==> src/rtl/serial_bit_source.sv <==
// Parallel-to-serial feeder for the sequence detector.
// A one-word hold buffer in front of the shifter keeps back-to-back words gap-free.
module serial_bit_source #(
   parameter int WIDTH     = 8,
   parameter bit MSB_FIRST = 1'b1,
   parameter bit IDLE_BIT  = 1'b0,
   parameter int CNT_W     = 16
) (
   input  logic             clk,
   input  logic             rst,
   input  logic [WIDTH-1:0] data_in,
   input  logic             data_valid,
   output logic             data_ready,
   input  logic             enable,
   output logic             bit_out,
   output logic             bit_valid,
   output logic             word_start,
   output logic             underrun,
   output logic             busy,
   output logic [CNT_W-1:0] words_sent
);

   localparam int CW = $clog2(WIDTH + 1);
   localparam logic [CW-1:0] LAST = CW'(WIDTH - 1);

   logic [WIDTH-1:0] hold_q, hold_d;
   logic             hold_full_q, hold_full_d;
   logic [WIDTH-1:0] sh_q, sh_d;
   logic [CW-1:0]    cnt_q, cnt_d;
   logic             active_q, active_d;
   logic             bit_out_q, bit_out_d;
   logic             bit_valid_q, bit_valid_d;
   logic             word_start_q, word_start_d;
   logic             underrun_q, underrun_d;
   logic [CNT_W-1:0] words_q, words_d;
   logic             accept;

   assign data_ready = ~hold_full_q & ~rst;
   assign accept     = data_valid & data_ready;
   assign busy       = active_q | hold_full_q;
   assign bit_out    = bit_out_q;
   assign bit_valid  = bit_valid_q;
   assign word_start = word_start_q;
   assign underrun   = underrun_q;
   assign words_sent = words_q;

   always_comb begin
      hold_d       = hold_q;
      hold_full_d  = hold_full_q;
      sh_d         = sh_q;
      cnt_d        = cnt_q;
      active_d     = active_q;
      bit_out_d    = bit_out_q;
      bit_valid_d  = 1'b0;
      word_start_d = 1'b0;
      underrun_d   = 1'b0;
      words_d      = words_q;

      if (enable) begin
         if (active_q) begin
            if (MSB_FIRST) begin
               bit_out_d = sh_q[WIDTH-1];
               sh_d      = sh_q << 1;
            end else begin
               bit_out_d = sh_q[0];
               sh_d      = sh_q >> 1;
            end
            bit_valid_d = 1'b1;
            cnt_d       = cnt_q + CW'(1);
            if (cnt_q == LAST) begin
               active_d = 1'b0;
            end
         end else if (hold_full_q) begin
            // First bit goes straight from the hold buffer, no bubble.
            if (MSB_FIRST) begin
               bit_out_d = hold_q[WIDTH-1];
               sh_d      = hold_q << 1;
            end else begin
               bit_out_d = hold_q[0];
               sh_d      = hold_q >> 1;
            end
            cnt_d        = CW'(1);
            active_d     = 1'b1;
            hold_full_d  = 1'b0;
            bit_valid_d  = 1'b1;
            word_start_d = 1'b1;
            words_d      = words_q + CNT_W'(1);
         end else begin
            bit_out_d  = IDLE_BIT;
            underrun_d = bit_valid_q;
         end
      end

      // Never collides with the drain: ready is low while hold is full.
      if (accept) begin
         hold_d      = data_in;
         hold_full_d = 1'b1;
      end
   end

   always_ff @(posedge clk) begin
      if (rst) begin
         hold_q       <= '0;
         hold_full_q  <= 1'b0;
         sh_q         <= '0;
         cnt_q        <= '0;
         active_q     <= 1'b0;
         bit_out_q    <= IDLE_BIT;
         bit_valid_q  <= 1'b0;
         word_start_q <= 1'b0;
         underrun_q   <= 1'b0;
         words_q      <= '0;
      end else begin
         hold_q       <= hold_d;
         hold_full_q  <= hold_full_d;
         sh_q         <= sh_d;
         cnt_q        <= cnt_d;
         active_q     <= active_d;
         bit_out_q    <= bit_out_d;
         bit_valid_q  <= bit_valid_d;
         word_start_q <= word_start_d;
         underrun_q   <= underrun_d;
         words_q      <= words_d;
      end
   end

endmodule
==> config.mk <==
export PLATFORM = sky130hd
export DESIGN_NAME = serial_bit_source
export DESIGN_NICKNAME = d
export VERILOG_FILES = /design/src/rtl/serial_bit_source.sv
export SDC_FILE = /design/constraint.sdc
export NUM_CORES = 1
export LEC_CHECK = 0
export ABC_AREA = 1
export CORE_MARGIN = 1.5
export CORE_UTILIZATION = 50
export DETAILED_ROUTE_END_ITERATION = 12
export PLACE_DENSITY_LB_ADDON = 0.15
export SLEW_MARGIN = 5
export SYNTH_ARGS = -nofsm -noshare
export SYNTH_HDL_FRONTEND = slang
export SYNTH_SLANG_ARGS = --single-unit
==> constraint.sdc <==
create_clock -name clk -period 2.5 [get_ports clk]
set_clock_uncertainty 0.2 [all_clocks]
set_input_delay 0.25 -clock clk [delete_from_list [all_inputs] [get_ports clk]]
set_output_delay 0.25 -clock clk [all_outputs]
set_load 0.005 [all_outputs]
# ---- Yosys cells after proc, flatten, opt, wreduce, memory -nomap -nowiden
# Cells that the tools add are included.
dict set report totals {
  register_bits 42
  latchBits 0
  ramBits 0
  romBits 0
  inputBits 12
  output_inout_bits 22
  word_cells 42
  memories 0
}
dict set report classes {
  n_addsub 2
  multipliers 0
  n_div 0
  magnitude_cmp 0
  n_eq_ne 2
  n_shift 0
  muxes 13
  bitwise 7
  n_reduce_logical 8
}
# op n
set ops {}
lappend ops {{$add A16 B1 Y16 const B} 1}
lappend ops {{$mux W8} 2}
lappend ops {{$mux W1} 9}
lappend ops {{$mux W4} 2}
lappend ops {{$add A4 B1 Y4 const B} 1}
lappend ops {{$eq A4 B3 Y1 const B} 1}
lappend ops {{$not A1 Y1} 4}
lappend ops {{$reduce_and A2 Y1} 2}
lappend ops {{$reduce_bool A2 Y1} 2}
lappend ops {{$reduce_or A4 Y1} 1}
lappend ops {{$reduce_and A3 Y1} 1}
lappend ops {{$reduce_or A3 Y1} 1}
lappend ops {{$and A1 B1 Y1} 2}
lappend ops {{$ne A2 B1 Y1 const B} 1}
lappend ops {{$reduce_or A2 Y1} 1}
lappend ops {{$or A1 B1 Y1} 1}

# ---- Longest topological paths before layout
# Gate-level depths: netlist (run 1).
dict set report logic_depth {
  word_depth 5
  mapped_depth 8
}

# ---- Least setup slack after synthesis (run 1)
# No wires, ideal clock.
dict set report synth_timing {
  path_type {flip-flop to flip-flop}
  startpoint {reg words_q[0], in the netlist words_sent[0]}
  endpoint {reg words_q[12], in the netlist words_sent[12]}
  setup_ns 0.118
  t_arrival_ns 1.144
  setup_slack_ns 1.038
  path_stages_with_launch 7
  synth_period_minus_slack_ns 1.462
  path_cell_list {dfxtp_1 ha_1 nand3_1 nor2_1 nand2_1 nor3_1 nor2_1}
}
dict set report synth_via {
  elab_chain_cells 1
}
# element line
set synth_rtl {}
lappend synth_rtl {{start, declared} 35} ;# logic [CNT_W-1:0] words_q, words_d;
lappend synth_rtl {{start signal, assigned} 123} ;# words_q <= words_d;
lappend synth_rtl {{$add A16 B1 Y16} 87} ;# words_d = words_q + CNT_W'(1);
# No other way between the ends.
# A chain may end at the register's enable or synchronous reset.

# ---- Final worst setup path (run 1)
dict set report layout_timing {
  startpoint {reg active_q}
  endpoint {out busy}
}
dict set report layout_via {
  elab_chain_cells 1
}
# element line
set layout_rtl {}
lappend layout_rtl {{start, declared} 30} ;# logic active_q, active_d;
lappend layout_rtl {{start signal, assigned} 118} ;# active_q <= active_d;
lappend layout_rtl {{$or A1 B1 Y1} 40} ;# assign busy = active_q | hold_full_q;
lappend layout_rtl {{end, declared} 19} ;# output logic busy,
# No other way between the ends.

==> results.cfg, run 1 <==
[die]
die_area_um2 = 3940
die_y_um = 62.8
die_x_um = 62.8
fp.coreArea_um2 = 3390
io_pins = 34
start_util_pct = 52.8
rows = 21

[final_layout]
nFillCells = 295
fin_nets = 304
fin_util_pct = 66.8
area_growth_pct = 26.6
layout-drive-gt1-share_pct = 8.93
n_antenna_cell = 0

[setup_path]
reg2reg_depth = 7
startpoint = active_q
crit_chain = buf_4 > inv_2 > nand2_2 > clkdlybuf4s50_1
arrival_ps = 1580
rr_startpoint = active_q
cp.depth = 4
crit_family = buffers and inverters
r2r-end = words_sent[9]
cpPeakStageDelay_ps = 500
crit_required_ps = 2050
cp_num_buf_inv = 3
crit_type = register to output pin
cp_max_fo = 11
endpoint_kind = output pin
critPathSlowestCell = clkdlybuf4s50_1
crit_path_start_kind = register
ff2ff_setup_slack_ps = 800

[timing]
fin_crit_sh_pct = 81.2
rsz0062_at_grt = false
fin_ws_ps = 469
slew_violations = 0
max_freq_mhz = 492
maxSlewHeadroom_pct = 71.9
worstMarginPinSlew_ps = 420
setup_viol = 0
fin_crit_ps = 2030
finalSetupTns_ps = 0
hold_viol = 0

[pwr]
p_per_area_nw_per_um2 = 581
p_leak_nw = 0.875
vdd_drop_max_v = 0.000442

[yosys]
synth_cells = 253
synth-seq-area-share_pct = 45.9
netlist_top_cells_count = nand2_1 (71), dfxtp_1 (41), nor2_1 (34), inv_1 (21), nand3_1 (15)
synth_ff_type = dfxtp_1
synth_edf_count = 0
ys_warn_count = 0
synth.distinct_cells = 26
yosysMostFrequentCell = nand2_1
syn_area_um2 = 1790
synth_area_per_cell_um2 = 7.07
netlist.area_leader.share_pct = 45.9
async_reset_ff_share_pct = 0
synth.largest_area_cell = dfxtp_1
synth.area.top_cells = dfxtp_1 (46%), nand2_1 (15%), nor2_1 (7.1%)
ys_ff_latch = 41
syn_nets = 267

[place]
dpl.hpwl_um = 2740
place_ws_ps = 549
gp_congestion = 0.850
port_buffers = 33

[clocking]
cts_hold_buf = 0
cts_resized = 0
cts_num_sinks = 41
tritoncts = yes
h-tree-depth = 2
clk_pin_slew_ps = 120
cts-buffers-inserted = 5
post_cts_buffers = 0
root_buffer = clkbuf_4
clock_latency_ps = 360
clockBufferDepth = 2

[route]
drc = 0
final_antenna_net_count = 0
viasPerCell = 5.09
wire_per_inst_um = 11.3
first_pass_iters = 6
vias = 1714
routed_wl_um = 3800
drtIter0Drc = 119

[status]
outcome = complete, no violations

[worst_hold_path]
worstHoldStart = data_in[1]
min-delay-path-class = input port to register
min_to = hold_q[1]
hold_depth = 3

[grt]
grt_pass1_vias = 1593
grt_antenna_before_repair = 0
grt_max_degree = 25
grt_pass1_wl_um = 6640
grt-ovfl-total = 0
globalRouteTotalUtil_pct = 21.6

[job]
cap_violations = 0
worst max path at each step:
stage	endpoint
final	busy
after detailed placement	data_ready
after floorplan	words_sent[12]
after global routing	busy
after CTS	busy
after global placement	data_ready
flip-flops by register name, indices dropped and copies added, names as in the netlist:
register	cells
active_q	1
bit_out	1
bit_valid	1
cnt_q	4
hold_full_q	1
hold_q	8
sh_q	7
underrun	1
word_start	1
words_sent	16
worst register-to-register path, delay by kind of cell, from the launching register on:
kind	cells	cell delay (ps)
and+or+nand+nor	4	630
AOI/OAI and AO/OA	1	140
buffers and inverters	2	330
DFF	1	320
per-layer routing:
metal | global-route usage, % | vias to the layer above | wire length (um)
met5 | 0 | - | 0
met2 | 37.9 | 32 | 1890
met1 | 23.0 | 784 | 1690
li1 | - | 888 | -
met4 | 11.4 | 0 | 92
met3 | 7.03 | 10 | 130
cell type report:
type	count	area [um2]	share of cell area, %
multi-input cells	178	831	36.7
flip-flops and latches	41	821	36.3
repair buffers	38	368	16.3
inverters	26	97.6	4.31
well taps	46	57.6	2.54
clock buffers	6	51.3	2.27
clock inverters	2	37.5	1.66
where the power goes:
| part | total, mW | switching [mW] | internal, mW |
|---|---|---|---|
| sequential | 0.712 | 0.0260 | 0.686 |
| combinational | 0.139 | 0.0693 | 0.0698 |
| clock | 0.463 | 0.226 | 0.238 |
per-stage QoR:
step / hold slack, ps / area (um2) / total power, mW / std cells
2_1_floorplan: 163 / 1790 / 0.799 / 253
5_1_grt: 252 / 2260 / 1.37 / 337
6_report: 240 / 2260 / 1.31 / 337
3_3_place_gp: 245 / 2170 / 0.864 / 329
4_1_cts: 231 / 2260 / 1.33 / 337
3_5_place_dp: 261 / 2170 / 0.866 / 329
cells in the final DEF, fill, tap and decap left out, types with 2 or more instances in the layout:
cell             count
nor2_1              34
inv_2                5
inv_1               21
ha_1                 2
o21ai_1              8
nand4_1              4
clkdlybuf4s50_1     33
a31oi_1              7
nor2_2               2
a21oi_1             10
buf_4                5
dfxtp_1             41
nand2_1             71
o21ai_0             12
clkbuf_4             5
xor2_1               2
nand3_1             15
nand2_2              3
cell families after synthesis:
| group | synth area share, % |
|---|---|
| compound gates | 12.2 |
| xor+xnor | 0.980 |
| buf+inv | 7.63 |
| flops | 45.9 |
| simple gates | 31.8 |
| fa+ha+maj | 1.40 |
Power figures use the tool's default switching activity.
==> run 2, diff against run 1 <==
==> constraint.sdc (replaced) <==
create_clock -name clk -period 1.91 [get_ports clk]
set_clock_uncertainty 0.2 [all_clocks]
set_input_delay 0.191 -clock clk [delete_from_list [all_inputs] [get_ports clk]]
set_output_delay 0.191 -clock clk [all_outputs]
set_load 0.005 [all_outputs]
==> run 2 against run 1 <==
Non-clock buffer count increased by 3. Combinational power increased by 35%. Sequential share of layout area increased by 0.25 points. Clock-buffer cell count increased by 1. Via count decreased by 1.9%. Final cell count increased by 0.59%. Global-route usage decreased by 0.26 points. Final area decreased by 0.39%.
==> results.cfg, run 2 (synthesized netlist as in run 1, its figures left out) <==
[status]
outcome = complete, no violations

[place]
gp_congestion = 0.933
place_inst = 332
port_buffers = 33
dpl.hpwl_um = 2830
dpl_cell_area_um2 = 2200
place_ws_ps = 97.4

[timing]
holdWs_ps = 201
worstMarginPinSlew_ps = 308
rsz0062_at_grt = false
hold_viol = 0
fin_crit_sh_pct = 93.2
maxSlewHeadroom_pct = 79.4
slew_violations = 0
max_freq_mhz = 562
finalSetupTns_ps = 0
fin_crit_ps = 1780
setup_viol = 0
fin_ws_ps = 130

[pwr]
p_leak_nw = 0.877
p_per_area_nw_per_um2 = 693
p_total_mw = 1.56
vdd_drop_max_v = 0.000393

[final_layout]
fin_nets = 307
largest_register_ffs = 16
final_cell_mix = nand2_1 (71), dfxtp_1 (39), nor2_1 (34)
stdcell_area_um2 = 2250
fin_util_pct = 66.5
layout-drive-gt1-share_pct = 9.90
area_growth_pct = 26.1
mostFrequentLayoutCell = nand2_1
n_antenna_cell = 0
final_cell_count_no_fill = 339

[setup_path]
r2r-end = words_sent[6]
ff2ff_setup_slack_ps = 290
crit_path_start_kind = register
reg2reg_depth = 6
crit_required_ps = 1520
startpoint = active_q
cp_max_fo = 10
endpoint_kind = output pin
crit_type = register to output pin
rr_startpoint = words_sent[0]
arrival_ps = 1390

[clocking]
h-tree-depth = 2
root_buffer = clkbuf_4
cts-buffers-inserted = 5
cts_hold_buf = 0
clock_latency_ps = 340
clk_pin_slew_ps = 110
clockBufferDepth = 2
post_cts_buffers = 0
cts_num_sinks = 41
cts_resized = 0
tritoncts = yes

[grt]
grt_pass1_wl_um = 6630
grt-ovfl-total = 0
grt_antenna_before_repair = 0
grt_max_degree = 17
globalRouteTotalUtil_pct = 21.3
grt_pass1_vias = 1548

[route]
drtIter0Drc = 57
vias = 1682
first_pass_iters = 6
drc = 0
viasPerCell = 4.96
wire_per_inst_um = 11.4
final_antenna_net_count = 0
routed_wl_um = 3860

[die]
io_pins = 34
die_y_um = 62.8
fp.coreArea_um2 = 3390
die_x_um = 62.8
rows = 21
start_util_pct = 52.8
die_area_um2 = 3940

[job]
cap_violations = 0

[worst_hold_path]
min_to = hold_q[1]
min-delay-path-class = input port to register
hold_depth = 3
worstHoldStart = data_in[1]
## run 2: area by class of cell
| type | instances | area, um2 |
|---|---|---|
| Timing Repair Buffer | 41 | 390 |
| Sequential cell | 41 | 823 |
| Inverter | 26 | 97.6 |
| Fill cell | 302 | 1130 |
| Clock buffer | 7 | 55.1 |
| Tap cell | 46 | 57.6 |
| Multi-Input combinational cell | 178 | 831 |
## run 2: worst max path at each step
stage / end / slack, ps / cells after the start
6_report: busy / 130 / 3
5_1_grt: busy / 10 / 3
4_1_cts: busy / 60 / 3
3_5_place_dp: words_sent[9] / 100 / 6
3_3_place_gp: words_sent[9] / 140 / 6
2_1_floorplan: words_sent[12] / 450 / 6
## run 2: where the power goes
part,total (mW),switching [mW],internal (mW),leakage [nW]
Combinational,0.188,0.0923,0.0959,0.511
Sequential,0.932,0.0340,0.898,0.334
Clock,0.442,0.267,0.174,0.0314
Total,1.56,0.394,1.17,0.877
## run 2: layer usage
layer	up-vias	wire length [um]	global-route usage, %
met1	754	1740	24.0
met2	31	1920	37.8
met5	-	0	0
met4	0	58	6.94
li1	890	-	-
met3	7	144	7.21
## run 2: worst max-delay path: stages (launching register included)
cell and delay, ps:
dfxtp_2 340, inv_2 160, nand2_2 100, clkdlybuf4s50_1 450
==> run 3, diff against run 2 <==
--- a/config.mk
+++ b/config.mk
@@ -8,6 +8,7 @@
 export ABC_AREA = 1
 export CORE_MARGIN = 1.5
 export CORE_UTILIZATION = 50
+export CTS_CLUSTER_SIZE = 14
 export DETAILED_ROUTE_END_ITERATION = 12
 export PLACE_DENSITY_LB_ADDON = 0.15
 export SLEW_MARGIN = 5
==> results of run 3 <==
No change in the layout: final DEF, timing and power equal those of run 2.
